$ cat src/rtl/up_ram_arbiter_pkg.sv
// Shared constants for the up_ram_arbiter slice: request-slot indices and port numbering.
package up_ram_arbiter_pkg;

    localparam int unsigned NUM_SLOTS = 4;
    localparam int unsigned SLOT_AW   = 0;
    localparam int unsigned SLOT_AR   = 1;
    localparam int unsigned SLOT_BW   = 2;
    localparam int unsigned SLOT_BR   = 3;

    localparam int unsigned PORT_A = 0;
    localparam int unsigned PORT_B = 1;

endpackage

$ cat src/rtl/rr_arb2.sv
// Two-requester round-robin arbiter; combinational one-hot grant, pointer moves past the winner.
module rr_arb2 (
    input  logic       clk,
    input  logic       rst,
    input  logic [1:0] req,
    output logic [1:0] gnt
);

    // ptr_q = 0 favours req[0], ptr_q = 1 favours req[1]
    logic ptr_q, ptr_d;

    always_comb begin
        gnt   = req;
        ptr_d = ptr_q;
        if (&req) begin
            gnt = ptr_q ? 2'b10 : 2'b01;
        end
        if (gnt[0]) begin
            ptr_d = 1'b1;
        end else if (gnt[1]) begin
            ptr_d = 1'b0;
        end
    end

    always_ff @(posedge clk) begin
        if (rst) begin
            ptr_q <= 1'b0;
        end else begin
            ptr_q <= ptr_d;
        end
    end

endmodule

$ cat src/rtl/up_ram_arbiter.sv
// Shares one dual-port block RAM between two up-style requesters; independent
// round-robin arbitration of the write port and the read port.
module up_ram_arbiter
    import up_ram_arbiter_pkg::*;
#(
    parameter int unsigned ADDR_WIDTH = 32,
    parameter int unsigned BYTE_WIDTH = 4
) (
    input  logic                    clk,
    input  logic                    rst,
    input  logic                    a_wreq,
    input  logic [ADDR_WIDTH-1:0]   a_waddr,
    input  logic [BYTE_WIDTH*8-1:0] a_wdata,
    input  logic [BYTE_WIDTH-1:0]   a_wben,
    output logic                    a_wack,
    input  logic                    a_rreq,
    input  logic [ADDR_WIDTH-1:0]   a_raddr,
    output logic [BYTE_WIDTH*8-1:0] a_rdata,
    output logic                    a_rack,
    input  logic                    b_wreq,
    input  logic [ADDR_WIDTH-1:0]   b_waddr,
    input  logic [BYTE_WIDTH*8-1:0] b_wdata,
    input  logic [BYTE_WIDTH-1:0]   b_wben,
    output logic                    b_wack,
    input  logic                    b_rreq,
    input  logic [ADDR_WIDTH-1:0]   b_raddr,
    output logic [BYTE_WIDTH*8-1:0] b_rdata,
    output logic                    b_rack,
    output logic                    ram_wr_en,
    output logic [BYTE_WIDTH-1:0]   ram_wr_ben,
    output logic [ADDR_WIDTH-1:0]   ram_wr_addr,
    output logic [BYTE_WIDTH*8-1:0] ram_wr_data,
    output logic                    ram_rd_en,
    output logic [ADDR_WIDTH-1:0]   ram_rd_addr,
    input  logic [BYTE_WIDTH*8-1:0] ram_rd_data,
    output logic [1:0]              err_ovf,
    input  logic                    err_clr
);

    localparam int unsigned DW = BYTE_WIDTH * 8;

    logic [NUM_SLOTS-1:0]  slot_valid_q;
    logic [ADDR_WIDTH-1:0] slot_addr_q [NUM_SLOTS];
    logic [DW-1:0]         slot_wdata_q [2];
    logic [BYTE_WIDTH-1:0] slot_wben_q [2];

    logic [NUM_SLOTS-1:0]  slot_req, slot_clr, slot_ovf;
    logic [ADDR_WIDTH-1:0] slot_addr_in [NUM_SLOTS];

    logic [1:0] wr_req, wr_gnt, wr_gnt_q;
    logic [1:0] rd_req, rd_gnt, rd_gnt_q;
    logic [1:0] err_q, err_d;

    always_comb begin
        slot_req = {b_rreq, b_wreq, a_rreq, a_wreq};
        slot_addr_in[SLOT_AW] = a_waddr;
        slot_addr_in[SLOT_AR] = a_raddr;
        slot_addr_in[SLOT_BW] = b_waddr;
        slot_addr_in[SLOT_BR] = b_raddr;
        slot_ovf = slot_req & slot_valid_q;
    end

    // Nothing is granted while in reset, so a reset cycle never strobes the RAM.
    assign wr_req = {slot_valid_q[SLOT_BW], slot_valid_q[SLOT_AW]} & ~{2{rst}};
    assign rd_req = {slot_valid_q[SLOT_BR], slot_valid_q[SLOT_AR]} & ~{2{rst}};

    rr_arb2 u_wr_arb (
        .clk (clk),
        .rst (rst),
        .req (wr_req),
        .gnt (wr_gnt)
    );

    rr_arb2 u_rd_arb (
        .clk (clk),
        .rst (rst),
        .req (rd_req),
        .gnt (rd_gnt)
    );

    always_comb begin
        slot_clr = '0;
        slot_clr[SLOT_AW] = wr_gnt[PORT_A];
        slot_clr[SLOT_BW] = wr_gnt[PORT_B];
        slot_clr[SLOT_AR] = rd_gnt[PORT_A];
        slot_clr[SLOT_BR] = rd_gnt[PORT_B];
        err_d = (err_clr ? 2'b00 : err_q)
              | {slot_ovf[SLOT_BW] | slot_ovf[SLOT_BR], slot_ovf[SLOT_AW] | slot_ovf[SLOT_AR]};
    end

    always_ff @(posedge clk) begin
        if (rst) begin
            slot_valid_q <= '0;
            for (int i = 0; i < NUM_SLOTS; i++) begin
                slot_addr_q[i] <= '0;
            end
            for (int p = 0; p < 2; p++) begin
                slot_wdata_q[p] <= '0;
                slot_wben_q[p]  <= '0;
            end
            wr_gnt_q <= '0;
            rd_gnt_q <= '0;
            err_q    <= '0;
        end else begin
            for (int i = 0; i < NUM_SLOTS; i++) begin
                if (slot_req[i] && !slot_valid_q[i]) begin
                    slot_valid_q[i] <= 1'b1;
                    slot_addr_q[i]  <= slot_addr_in[i];
                end else if (slot_clr[i]) begin
                    slot_valid_q[i] <= 1'b0;
                end
            end
            if (a_wreq && !slot_valid_q[SLOT_AW]) begin
                slot_wdata_q[PORT_A] <= a_wdata;
                slot_wben_q[PORT_A]  <= a_wben;
            end
            if (b_wreq && !slot_valid_q[SLOT_BW]) begin
                slot_wdata_q[PORT_B] <= b_wdata;
                slot_wben_q[PORT_B]  <= b_wben;
            end
            wr_gnt_q <= wr_gnt;
            rd_gnt_q <= rd_gnt;
            err_q    <= err_d;
        end
    end

    always_comb begin
        ram_wr_en   = |wr_gnt;
        ram_wr_addr = '0;
        ram_wr_data = '0;
        ram_wr_ben  = '0;
        if (wr_gnt[PORT_A]) begin
            ram_wr_addr = slot_addr_q[SLOT_AW];
            ram_wr_data = slot_wdata_q[PORT_A];
            ram_wr_ben  = slot_wben_q[PORT_A];
        end else if (wr_gnt[PORT_B]) begin
            ram_wr_addr = slot_addr_q[SLOT_BW];
            ram_wr_data = slot_wdata_q[PORT_B];
            ram_wr_ben  = slot_wben_q[PORT_B];
        end
        ram_rd_en   = |rd_gnt;
        ram_rd_addr = '0;
        if (rd_gnt[PORT_A]) begin
            ram_rd_addr = slot_addr_q[SLOT_AR];
        end else if (rd_gnt[PORT_B]) begin
            ram_rd_addr = slot_addr_q[SLOT_BR];
        end
    end

    // Acks come from last cycle's grants; masking with rst drops acks of pre-reset grants.
    always_comb begin
        a_wack  = wr_gnt_q[PORT_A] & ~rst;
        b_wack  = wr_gnt_q[PORT_B] & ~rst;
        a_rack  = rd_gnt_q[PORT_A] & ~rst;
        b_rack  = rd_gnt_q[PORT_B] & ~rst;
        a_rdata = a_rack ? ram_rd_data : '0;
        b_rdata = b_rack ? ram_rd_data : '0;
        err_ovf = err_q;
    end

endmodule

$ cat config.mk
export PLATFORM = sky130hd
export DESIGN_NAME = up_ram_arbiter
export DESIGN_NICKNAME = d
export VERILOG_FILES = /design/src/rtl/up_ram_arbiter_pkg.sv /design/src/rtl/rr_arb2.sv /design/src/rtl/up_ram_arbiter.sv
export SDC_FILE = /design/constraint.sdc
export NUM_CORES = 1
export LEC_CHECK = 0
export BUFFER_PORTS_ARGS = -buffer_cell sky130_fd_sc_hd__clkbuf_2
export CORE_AREA = 2 2 162 164
export DETAILED_ROUTE_END_ITERATION = 10
export DIE_AREA = 0 0 164 166
export HOLD_SLACK_MARGIN = 0.15
export PLACE_DENSITY = 0.69
export REMOVE_ABC_BUFFERS = 1
export SKIP_LAST_GASP = 1
export SYNTH_ARGS = -nofsm -noshare
export SYNTH_HDL_FRONTEND = slang
export SYNTH_HIERARCHICAL = 1
export SYNTH_SLANG_ARGS = --single-unit
$ cat constraint.sdc
create_clock -name clk -period 2.6 [get_ports clk]
set_input_delay 0.13 -clock clk [delete_from_list [all_inputs] [get_ports clk]]
set_output_delay 0.13 -clock clk [all_outputs]
set_load 0.01 [all_outputs]
==> impl_results.md <==
- FMAX: 407 MHz
- Crit Path Class: flip-flop to primary output
- Die area: 0.0272 sq mm
- Clock latency on the worst-skew pair: 0.52 ns
- First-pass DRT Iterations: 5
- Worst-margin pin slew: 0.764 ns
- CTS root buf: clkbuf_16
- Antenna-violating nets left: 0
- # fillers: 1960
- Final instance area: 0.0150 sq mm
- Yosys cell types: 23
- Critical Path Most Common Cell: nor2b_4
- Post-Synthesis Cells: 773
- Via density: 4.92
- CP bufs+invs: 2
- Yosys warns: 6
- Final hold vios: 0
- Die height: 166 microns
- Cell Pwr Density: 574 mW/mm^2
- Register area: 0.00625 sq mm
- Top cells by area, synth: edfxtp_1 61%, and2_1 12%, a22o_1 8.7%
- Crit path launch type: flip-flop
- Worst hold path type: primary input to flip-flop
- Setup Buffers After CTS: 0
- Total number of vias: 8449
- Max Root-Sink Buffers: 3
- Post-DP Area: 0.0122 sq mm
- WP data arrival: 2.33 ns
- Clock-pin slew on the worst setup and hold paths: 0.06 ns
- Nets: 1603
- Critical Path RT: 2.47 ns
- Wirelength per Cell: 17.7 microns
- Mapped cell area: 0.00982 sq mm
- Starting Density: 38.3%
- Input/output buffers: 410
- Status: finished clean
- Worst setup margin: 0.142 ns
- Final setup viols: 0
- Pre-CTS setup slack: 0.464 ns
- Worst path slowest cell: dfxtp_1
- Sequential fraction of the synthesis area: 63.6%
- Max cap viols: 0
- Placer congestion estimate: 0.802
- CTS tree: yes
- Row cnt: 59
- Multi-input logic area: 0.00300 sq mm
- Post-Route Skew: 0.0181 ns
- Yosys top cell by area: edfxtp_1
- Crit Path Max Fanout: 33
- Top cell type's share of synthesized area: 61.2%
- Core area: 0.0256 sq mm
- Vias in the first global route: 8497
- Fin. max-slew vios: 0
- DRT iter0 DRCs: 596
- Peak per-stage delay on the critical path: 0.42 ns
- Leakage: 6.87 nW
- Clock tree sinks: 212
- # DRC: 0
- Fraction of layout cells with a size suffix above 1: 34.8%
- Headroom to the max-slew limit: 49.1%
- First-pass GRT wire length: 45700 microns
- Synth Area per Inst: 12.7 sq um
- Crit path cell chain: nor2b_4, a21boi_1, nor2b_4, clkbuf_16, a22o_1, clkbuf_2
- Grt ovf: 0
- Antenna violations before repair: 1
- Final wirelength: 30300 microns
- Unrepaired setup endpoints after global routing: no
- Fin crit period: 2.46 ns
- Die Width: 164 microns
- Family with the most delay on the worst path: simple AND/OR/NAND/NOR gates
- P&R area growth vs syn: 52.7%
- Max rail drop VDD: 0.000486 V
- Final Cycle Share: 94.6%
- Htree depth: 1
- CTS buffer count: 23
- Largest net degree at the start of global routing: 73
- Ports: 411
- CP endpoint kind: primary output
- GRT Total Usage: 21.2%
- Seq cells post-synth: 212
- Hpwl dp: 18300 microns
[area by class of cell]
type | count | share of cell area, %
clock buffer | 23 | 3.84
clock inverter | 18 | 0.901
antenna | 1 | 0.0167
timing repair buffer | 634 | 28.8
multi-input combinational | 413 | 20.0
sequential | 212 | 41.6
inverter | 80 | 2.00
tap | 335 | 2.79
[flip-flops by register name, indices dropped and copies added, names as in the netlist]
| signal | cells |
|---|---|
| slot_valid_q | 4 |
| slot_addr_q | 128 |
| slot_wben_q | 8 |
| slot_wdata_q | 64 |
| err_ovf | 2 |
| rd_gnt_q | 2 |
| u_wr_arb/ptr_q | 1 |
| wr_gnt_q | 2 |
| u_rd_arb/ptr_q | 1 |
[timing repair]
item / 4_1_cts / 5_1_grt
endpoints found under the hold margin: 206 / 0
hold buffers: 204 / 0
resized for setup: 3 / 3
gates cloned: 0 / 1
endpoints found under the setup margin: 72 / 67
[per-stage QoR]
step                hold slack (ns)  cells  utilization, %  total power, mW  setup TNS [ns]
finish                        0.293   1716            58.5             8.61               0
global route                  0.336   1716            58.5             8.95               0
CTS                           0.289   1714            58.4             8.64               0
detailed placement            0.408   1469            47.6             5.32               0
global placement              0.407   1469            47.6             5.30               0
floorplan                     0.197    705               -             4.76         -496.60
[layout by cell type (no fill, tap or decap), types with 2 or more instances in the layout]
master         instances
nor2_1                 6
clkbuf_2             409
and2_1               192
buf_12                 4
clkinvlp_4             4
a22oi_1                2
dlygate4sd3_1        204
a21oi_1                2
a22o_1                98
inv_1                 80
nand2b_2               3
nand2b_1               3
buf_4                 15
a21o_1                 6
clkbuf_16             24
nor2b_4                2
clkinv_1               7
o21ai_0                2
nor3b_4                3
nor2b_2                4
a21boi_1               2
nor2b_1                4
clkinv_2               4
dfxtp_1               12
a211oi_1              74
edfxtp_1             200
nand2_1                6
[power by group]
group	total, mW	internal (mW)	switching [mW]
registers	4.22	4.10	0.118
clock network	3.07	1.73	1.35
logic	1.32	0.645	0.677
total	8.61	6.47	2.14
[routing by layer]
layer	vias to the layer above	part of all wire [%]	global-route usage [%]
met5	-	0	0
met1	3985	41	26.8
met2	429	48	35.8
met3	69	8.7	4.70
li1	3966	-	-
met4	0	2.9	7.13
[path summary, 6_finish.rpt]
check                                    start  cells past startpoint  slack, ns                           endpoint
setup reg to reg  slot_valid_q[2]$_SDFFE_PP0P_                      3       0.84  slot_wdata_q[0][54]$_SDFFCE_PN0P_
hold reg to reg    u_rd_arb/ptr_q$_SDFFE_PP0P_                      1       0.53        u_rd_arb/ptr_q$_SDFFE_PP0P_
setup / recovery  slot_valid_q[2]$_SDFFE_PP0P_                      6       0.14                    ram_wr_data[22]
hold / removal                          a_wreq                      4       0.29    slot_wben_q[0][0]$_SDFFCE_PN0P_
[cell usage after synthesis (all sizes together)]
cell    number
a211oi      74
a21boi       4
a21o         6
a21oi        2
a22o        98
a22oi        2
and2       192
buf         38
clkbuf      30
dfxtp       12
edfxtp     200
inv         80
nand2        6
nand2b       7
nor2         6
nor2b       10
nor3b        4
o21ai        2
[cell families (layout without fill, tap and decap cells)]
group | Yosys count | count (layout) | synth area share [%]
and+or+nand+nor | 225 | 225 | 14.4
AOI/OAI and AO/OA | 188 | 188 | 15.5
other | 0 | 1 | 0
buffers and inverters | 148 | 755 | 6.43
DFF | 212 | 212 | 63.6
[tightest hold or removal path, cell delays in order]
cell      delay (ns)
clkbuf_2        0.11
nand2b_2        0.10
nand2b_4        0.06
buf_12          0.20
Power figures use the tool's default switching activity.
